<file path="src/rtl/iic_arbiter.sv">
// iic_arbiter: two-client round-robin front end and transaction sequencer for iic_master.
module iic_arbiter #(
    parameter int unsigned TIMEOUT    = 4096,
    parameter int unsigned RST_CYCLES = 4
) (
    input  logic       clk_i,
    input  logic       rst_i,

    input  logic       req0_i,
    input  logic       rd0_i,
    input  logic [6:0] slv0_i,
    input  logic [7:0] reg0_i,
    input  logic [7:0] dat0_i,
    input  logic       req1_i,
    input  logic       rd1_i,
    input  logic [6:0] slv1_i,
    input  logic [7:0] reg1_i,
    input  logic [7:0] dat1_i,

    output logic       gnt0_o,
    output logic       gnt1_o,
    output logic       done0_o,
    output logic       done1_o,
    output logic       err0_o,
    output logic       err1_o,
    output logic [7:0] rdata_o,
    output logic       busy_o,

    output logic [6:0] m_slv_addr_o,
    output logic [7:0] m_reg_addr_o,
    output logic [7:0] m_data_o,
    output logic       m_wr_o,
    output logic       m_send_o,
    output logic       m_rst_n_o,
    input  logic       m_scl_i,
    input  logic       m_sda_i,
    input  logic [7:0] m_rdata_i
);

    localparam int unsigned SLV_W  = 7;
    localparam int unsigned BYTE_W = 8;
    localparam int unsigned CNT_W  = 16;

    localparam logic [CNT_W-1:0] CNT_MAX  = '1;
    localparam logic [CNT_W-1:0] TO_LAST  = CNT_W'(TIMEOUT - 1);
    localparam logic [CNT_W-1:0] RST_LAST = CNT_W'(RST_CYCLES - 1);

    typedef struct packed {
        logic              rd;
        logic [SLV_W-1:0]  slv;
        logic [BYTE_W-1:0] reg_a;
        logic [BYTE_W-1:0] dat;
    } cmd_t;

    typedef enum logic [2:0] {
        S_IDLE,
        S_LAUNCH,
        S_WAIT_START,
        S_WAIT_STOP,
        S_DONE,
        S_ABORT
    } state_t;

    state_t            state_q, state_d;
    cmd_t              cmd_q, cmd_d;
    cmd_t              cmd0, cmd1;
    logic              owner_q, owner_d;
    logic              last_q, last_d;
    logic [CNT_W-1:0]  cnt_q, cnt_d, cnt_inc;
    logic [BYTE_W-1:0] rdata_q, rdata_d;
    logic [1:0]        gnt_q, gnt_d;
    logic [1:0]        done_q, done_d;
    logic [1:0]        err_q, err_d;
    logic              send_q, send_d;
    logic              busy_q, busy_d;
    logic              mrst_n_q, mrst_n_d;
    logic              scl_q, sda_q;
    logic              win, req_other, load, load_sel;
    logic              start_c, stop_c, timeout_c;

    assign cmd0 = {rd0_i, slv0_i, reg0_i, dat0_i};
    assign cmd1 = {rd1_i, slv1_i, reg1_i, dat1_i};

    // Round-robin pick: on a tie the client not served last wins.
    assign win       = (req0_i & req1_i) ? ~last_q : req1_i;
    assign req_other = owner_q ? req0_i : req1_i;

    // Bus condition detection; scl_q must be high so a simultaneous SCL/SDA rise is not a STOP.
    assign start_c   = m_scl_i & scl_q & ~m_sda_i &  sda_q;
    assign stop_c    = m_scl_i & scl_q &  m_sda_i & ~sda_q;
    assign cnt_inc   = (cnt_q == CNT_MAX) ? cnt_q : cnt_q + CNT_W'(1);
    assign timeout_c = (cnt_q >= TO_LAST);

    // Next-state and next-output logic.
    always_comb begin
        state_d  = state_q;
        cmd_d    = cmd_q;
        owner_d  = owner_q;
        last_d   = last_q;
        cnt_d    = cnt_q;
        rdata_d  = rdata_q;
        send_d   = 1'b0;
        done_d   = 2'b00;
        err_d    = 2'b00;
        gnt_d    = 2'b00;
        load     = 1'b0;
        load_sel = win;

        case (state_q)
            S_IDLE: begin
                if (req0_i | req1_i) begin
                    load     = 1'b1;
                    load_sel = win;
                    state_d  = S_LAUNCH;
                end
            end
            S_LAUNCH: begin
                send_d  = 1'b1;
                cnt_d   = '0;
                state_d = S_WAIT_START;
            end
            S_WAIT_START: begin
                cnt_d = cnt_inc;
                if (start_c) begin
                    state_d = S_WAIT_STOP;
                end else if (timeout_c) begin
                    state_d        = S_ABORT;
                    err_d[owner_q] = 1'b1;
                    last_d         = owner_q;
                    cnt_d          = '0;
                end
            end
            S_WAIT_STOP: begin
                cnt_d = cnt_inc;
                if (stop_c) begin
                    state_d         = S_DONE;
                    done_d[owner_q] = 1'b1;
                    // Master clears its read byte right after STOP, so take the live value.
                    if (cmd_q.rd) begin
                        rdata_d = m_rdata_i;
                    end
                end else if (timeout_c) begin
                    state_d        = S_ABORT;
                    err_d[owner_q] = 1'b1;
                    last_d         = owner_q;
                    cnt_d          = '0;
                end
            end
            S_DONE: begin
                last_d = owner_q;
                // Hand straight over to a waiting other client; the finished one re-arbitrates from IDLE.
                if (req_other) begin
                    load     = 1'b1;
                    load_sel = ~owner_q;
                    state_d  = S_LAUNCH;
                end else begin
                    state_d = S_IDLE;
                end
            end
            S_ABORT: begin
                cnt_d = cnt_inc;
                if (cnt_q >= RST_LAST) begin
                    state_d = S_IDLE;
                end
            end
            default: begin
                state_d = S_IDLE;
            end
        endcase

        if (load) begin
            owner_d = load_sel;
            cmd_d   = load_sel ? cmd1 : cmd0;
        end

        if (state_d != S_IDLE) begin
            gnt_d[owner_d] = 1'b1;
        end
        busy_d   = (state_d != S_IDLE);
        mrst_n_d = (state_d != S_ABORT);
    end

    // State and output registers.
    always_ff @(posedge clk_i) begin
        if (rst_i) begin
            state_q  <= S_IDLE;
            cmd_q    <= '0;
            owner_q  <= 1'b0;
            last_q   <= 1'b1;
            cnt_q    <= '0;
            rdata_q  <= '0;
            gnt_q    <= 2'b00;
            done_q   <= 2'b00;
            err_q    <= 2'b00;
            send_q   <= 1'b0;
            busy_q   <= 1'b0;
            mrst_n_q <= 1'b0;
            scl_q    <= 1'b1;
            sda_q    <= 1'b1;
        end else begin
            state_q  <= state_d;
            cmd_q    <= cmd_d;
            owner_q  <= owner_d;
            last_q   <= last_d;
            cnt_q    <= cnt_d;
            rdata_q  <= rdata_d;
            gnt_q    <= gnt_d;
            done_q   <= done_d;
            err_q    <= err_d;
            send_q   <= send_d;
            busy_q   <= busy_d;
            mrst_n_q <= mrst_n_d;
            scl_q    <= m_scl_i;
            sda_q    <= m_sda_i;
        end
    end

    assign gnt0_o       = gnt_q[0];
    assign gnt1_o       = gnt_q[1];
    assign done0_o      = done_q[0];
    assign done1_o      = done_q[1];
    assign err0_o       = err_q[0];
    assign err1_o       = err_q[1];
    assign rdata_o      = rdata_q;
    assign busy_o       = busy_q;
    assign m_slv_addr_o = cmd_q.slv;
    assign m_reg_addr_o = cmd_q.reg_a;
    assign m_data_o     = cmd_q.dat;
    assign m_wr_o       = cmd_q.rd;
    assign m_send_o     = send_q;
    assign m_rst_n_o    = mrst_n_q;

endmodule

</file>
<file path="config.mk">
export PLATFORM = sky130hd
export DESIGN_NAME = iic_arbiter
export DESIGN_NICKNAME = d
export VERILOG_FILES = /design/src/rtl/iic_arbiter.sv
export SDC_FILE = /design/constraint.sdc
export NUM_CORES = 1
export LEC_CHECK = 0
export ABC_AREA = 0
export CAP_MARGIN = 20
export CELL_PAD_IN_SITES_DETAIL_PLACEMENT = 1
export CELL_PAD_IN_SITES_GLOBAL_PLACEMENT = 1
export CORE_MARGIN = 3
export CORE_UTILIZATION = 33
export CTS_CLUSTER_DIAMETER = 30
export DETAILED_ROUTE_END_ITERATION = 7
export PLACE_DENSITY_LB_ADDON = 0.1
export SYNTH_ARGS = -nofsm -noshare
export SYNTH_HDL_FRONTEND = slang
export SYNTH_SLANG_ARGS = --single-unit
</file>
<file path="constraint.sdc">
create_clock -name clk_i -period 3.3 [get_ports clk_i]
set_clock_uncertainty 0.15 [all_clocks]
set_input_delay 0.66 -clock clk_i [delete_from_list [all_inputs] [get_ports clk_i]]
set_output_delay 0.66 -clock clk_i [all_outputs]
set_load 0.005 [all_outputs]
</file>
; ---- Yosys cells after proc, flatten, opt, wreduce, memory -nomap -nowiden
; Cells that the tools add are included.
[totals]
ff_bits = 64
in_bits = 62
output_inout_bits = 41
elab_cells = 91
[classes]
n_addsub = 1
order_cmp = 6
n_eq_ne = 9
mux = 34
n_bitwise = 14
n_reduce_logical = 10
[ops]
columns = op, n
row1 = 2-to-1 mux 16 bit, 4
row2 = case mux 16 bit (4 select lines), 1
row3 = 2-to-1 mux 24 bit, 1
row4 = case mux 3 bit (6 select lines), 1
row5 = "adder 16 x 1 -> 16 bit, second input constant", 1
row6 = "equality test 16 bit, second input constant", 1
row7 = "greater-or-equal comparator 16 x 12 -> 1 bit, second input constant", 1
row8 = "greater-or-equal comparator 16 x 2 -> 1 bit, second input constant", 1
row9 = 2-to-1 mux 3 bit, 5
row10 = 2-to-1 mux 1 bit, 14
row11 = NOT 1 bit, 7
row12 = AND 1 bit, 6
row13 = "equality test 3 x 2 -> 1 bit, second input constant", 2
row14 = "equality test 3 bit, second input constant", 2
row15 = 2-to-1 mux 2 bit, 3
row16 = AND reduction 3 bit, 2
row17 = nonzero test 3 bit, 2
row18 = "< comparator 1 x 2 -> 1 bit, second input constant", 2
row19 = "!= test 2 bit, second input constant", 2
row20 = case mux 2 bit (2 select lines), 1
row21 = nonzero test 4 bit, 1
row22 = "equality test 3 x 1 -> 1 bit, second input constant", 1
row23 = zero test 3 bit, 1
row24 = "!= test 3 bit, second input constant", 1
row25 = other kinds (8), 11

; ---- Longest topological paths before layout
[depth]
word_depth = 9
depth_mapped = 8
mapped_depth_nobuf = 7

; ---- Least setup slack after synthesis
; Ideal clock, no wire load.
[synth_timing]
path_type = register to register
from = register cnt_q[0]
to = register cnt_q[11]
setup_ns = 0.121
arrival_ns = 2.140
required_ns = 3.029
slack_ns = 0.889
stages_incl_launch_ff = 9
path_buffers = 1
period_less_slack_ns = 2.411
cell_sequence = dfxtp_1 ha_1 nand2_1 or4_4 a211oi_2 or2_4 buf_8 o31ai_1 mux2_2
[synth_between]
elab_chain_cells = 5
elab_cells_between_ends = 8
classes_between = 1 x add/sub / 1 x order compare / 1 x eq/ne / 5 x mux
[synth_lines]
columns = element, line_no
row1 = start: declaration, 69  ; logic [CNT_W-1:0] cnt_q, cnt_d, cnt_inc;
row2 = start signal: assignment, 205  ; cnt_q <= cnt_d;
row3 = adder 16 x 1 -> 16 bit or equality test 16 bit (tied branches), 91  ; assign cnt_inc = (cnt_q == CNT_MAX) ? cnt_q : cnt_q + CNT_W'(1);
row4 = 2-to-1 mux 16 bit, 91
row5 = 2-to-1 mux 16 bit, "126, 142"
row6 = 2-to-1 mux 16 bit (on tied branches), "135, 124"
row7 = case mux 16 bit (4 select lines) (*), 109  ; case (state_q)
; Mark *: on every way between the ends. The rest lies on a longest branch, timed or not.
; A chain may end at the register's enable or synchronous reset.

; ---- Worst setup path after layout
[layout_timing]
from = input m_sda_i
to = register cnt_q[9]
[layout_between]
elab_chain_cells = 5
elab_cells_between_ends = 8
classes_between = 3 x mux / 5 x bitwise
[layout_lines]
columns = element, line_no
row1 = start: declaration, 36  ; input logic m_sda_i,
row2 = NOT 1 bit, 89  ; assign start_c = m_scl_i & scl_q & ~m_sda_i & sda_q;
row3 = AND 1 bit (2 in series), 89
row4 = 2-to-1 mux 16 bit, 124  ; if (start_c) begin
row5 = case mux 16 bit (4 select lines) (*), 109
; Marked as above.

==> reports/qor.txt <==
initial antenna violation count - 0
core area - 8760 um2
post-synth cell types - 52
worst-margin pin slew - 0.786 ns
diode count - 0
Ys Warns - 0
multi-input logic area - 1600 um2
Total Wirelength - 8400 um
Tmin final - 2.80 ns
Worst IR Drop VDD - 0.000172 V
largest family of logic cells by synthesized area - simple AND/OR/NAND/NOR gates
Port-buffer cells - 102
vias post-DR - 2889
Max transition margin - 47.1%
Hold Violations, Final - 0
# Max-Cap Violations - 0
Final setup viols - 0
hold_buf cts - 0
Cell Pwr Density - 454 nW/um2
Net Count, Synth - 402
vias in the first global route - 2874
critical path class - primary input to flop
GP Congestion - 0.827
TritonCTS buffer count - 9
Avg WL per Cell - 15.3 um
Total Nets Final - 500
initial drt markers - 48
cell area after synthesis - 3000 um2
clk root buf - clkbuf_8
row cnt - 34
commonest non-fill, non-tap cells in the layout - 101 x clkdlybuf4s50_1, 64 x dfxtp_1, 49 x nor2_1
DIE AREA - 10300 um2
Layout area overhead - 43.1%
global route overflow - 0
Die X-Extent - 101 um
Min Hold Slack - 0.346 ns
DP HPWL - 6360 um
Die Ht - 101 um
max-slew violation count - 0
Synth Area in Simple Gates - 22.0%
RSZ-0062 raised after global routing - false
clock transition at the registers of the reported paths - 0.07 ns
crit path DAT - 2.92 ns
Seq cells post-synth - 64
maximum clock path buffer count - 2
status - complete, no violations
Hold Crit Class - flop to flop
sequential element share of the synthesized area - 42.7%
f_max - 357 MHz
# Post-CTS Setup Buffers - 0
largest net degree at the start of global routing - 49
global-route wire length before repair - 13700 um
CTS tree - built
critical path peak fanout - 12
commonest non-fill, non-tap cell in the layout - clkdlybuf4s50_1
multiplexer share of the synthesized area - 12.1%
Adder-Cell Fraction of Synth Area - 0.417%
Setup crit start kind - primary input
DRC - 0
complex-gate fraction of the synthesized area - 18.1%
Tcrit/Tclk final - 85.0%
crit end category - flop
Via density - 5.25
clk_lat worst skew - 0.34 ns
xor and xnor area share after synthesis - 0%
cell count after synthesis - 339
Leak - 1.73 nW
Overall Global Routing Usage - 16.8%
syn_area_per_cell - 8.85 um2
worst path required time - 3.42 ns
reg2reg setup slack - 0.57 ns
initial core utilization - 34.2%
FFs w/ async S/R, synth - 0%
H-tree depth - 3
Post-synth top flop - dfxtp_1
Setup TNS - 0 ns
Reg area - 1280 um2
Post-synth EDFFs - 0
post-CTS sizing - 0
Routed Antenna Nets - 0
fill count - 1042
First-pass DRT Iterations - 4
proportion of layout cells with a drive suffix above 1 - 9.05%
I/O pins - 103
clock sinks - 64
[critical path, stage by stage]
cell and delay (ns):
clkdlybuf4s50_1 0.49, or3b_1 0.38, a21oi_1 0.29, a211oi_2 0.11, or2_4 0.37, or4_1 0.47, mux2i_1 0.14
[through the flow]
stage | total power [W] | setup WS [ns] | util, % | instance area, um2 | std cells
floorplan | 0.00109 | 0.889 | - | 3000 | 339
global placement | 0.00131 | 0.232 | 46.9 | 4110 | 534
detailed placement | 0.00131 | 0.150 | 46.9 | 4110 | 534
CTS | 0.00198 | 0.508 | 49.0 | 4290 | 550
global route | 0.00207 | 0.310 | 49.0 | 4290 | 550
finish | 0.00195 | 0.495 | 49.0 | 4290 | 550
[cell usage after synthesis, types with 6 or more instances]
cell type | number | share of area (%)
mux2i_1 | 34 | 11
nor4_1 | 8 | 1.7
or2_2 | 6 | 1.3
clkbuf_1 | 11 | 1.4
dfxtp_1 | 64 | 43
nand2_1 | 23 | 2.9
nor3_1 | 10 | 1.7
a21oi_1 | 11 | 1.8
a211oi_1 | 25 | 6.3
o21ai_0 | 11 | 1.8
nand3_1 | 11 | 1.8
nor2_1 | 49 | 6.1
or4_1 | 6 | 1.5
inv_1 | 9 | 1.1
[cell families (layout without fill, tap and decap cells)]
kind of cell,after synthesis,in the layout
buffers and inverters,30,133
AOI/OAI and AO/OA,77,77
and+or+nand+nor,131,131
muxes,36,36
adders and majority gates,1,1
DFF,64,64
[state kept, by name, indices dropped and copies added, names as in the netlist, 2 cells and up]
register and count:
cnt_q 16, gnt_q 2, err_q 2, done_q 2
m_data_o 8, m_slv_addr_o 7, rdata_o 8, state_q 3
m_reg_addr_o 8
[power breakdown]
group	switching, W	internal, W
sequential	0.0000404	0.000833
combinational	0.000184	0.000235
clock	0.000311	0.000345
[layout make-up]
cell class / instances / area share, %
timing repair buffer: 108 / 24.7
tap: 108 / 3.15
inverter: 9 / 0.787
clock inverter: 6 / 1.40
multi-input combinational: 245 / 37.2
clock buffer: 10 / 2.97
sequential: 64 / 29.8
[metal layers]
metal  vias up  GRT usage, %  wire [um]
met1      1346          21.4       3800
met2        92          25.7       3710
met5         -             0          0
li1       1441             -          -
met4         0          5.93        100
met3        10          6.82        801
[worst paths after layout]
kind | from | endpoint | depth (start not counted)
max | m_sda_i | cnt_q[9]$_SDFFE_PP0P_ | 7
min | rdata_o[4]$_SDFFE_PP0P_ | rdata_o[4]$_SDFFE_PP0P_ | 2
max reg2reg | cnt_q[1]$_SDFFE_PP0P_ | cnt_q[0]$_SDFFE_PP0P_ | 7
min reg2reg | rdata_o[4]$_SDFFE_PP0P_ | rdata_o[4]$_SDFFE_PP0P_ | 2
Note: power is estimated with default switching activity, not from simulation.
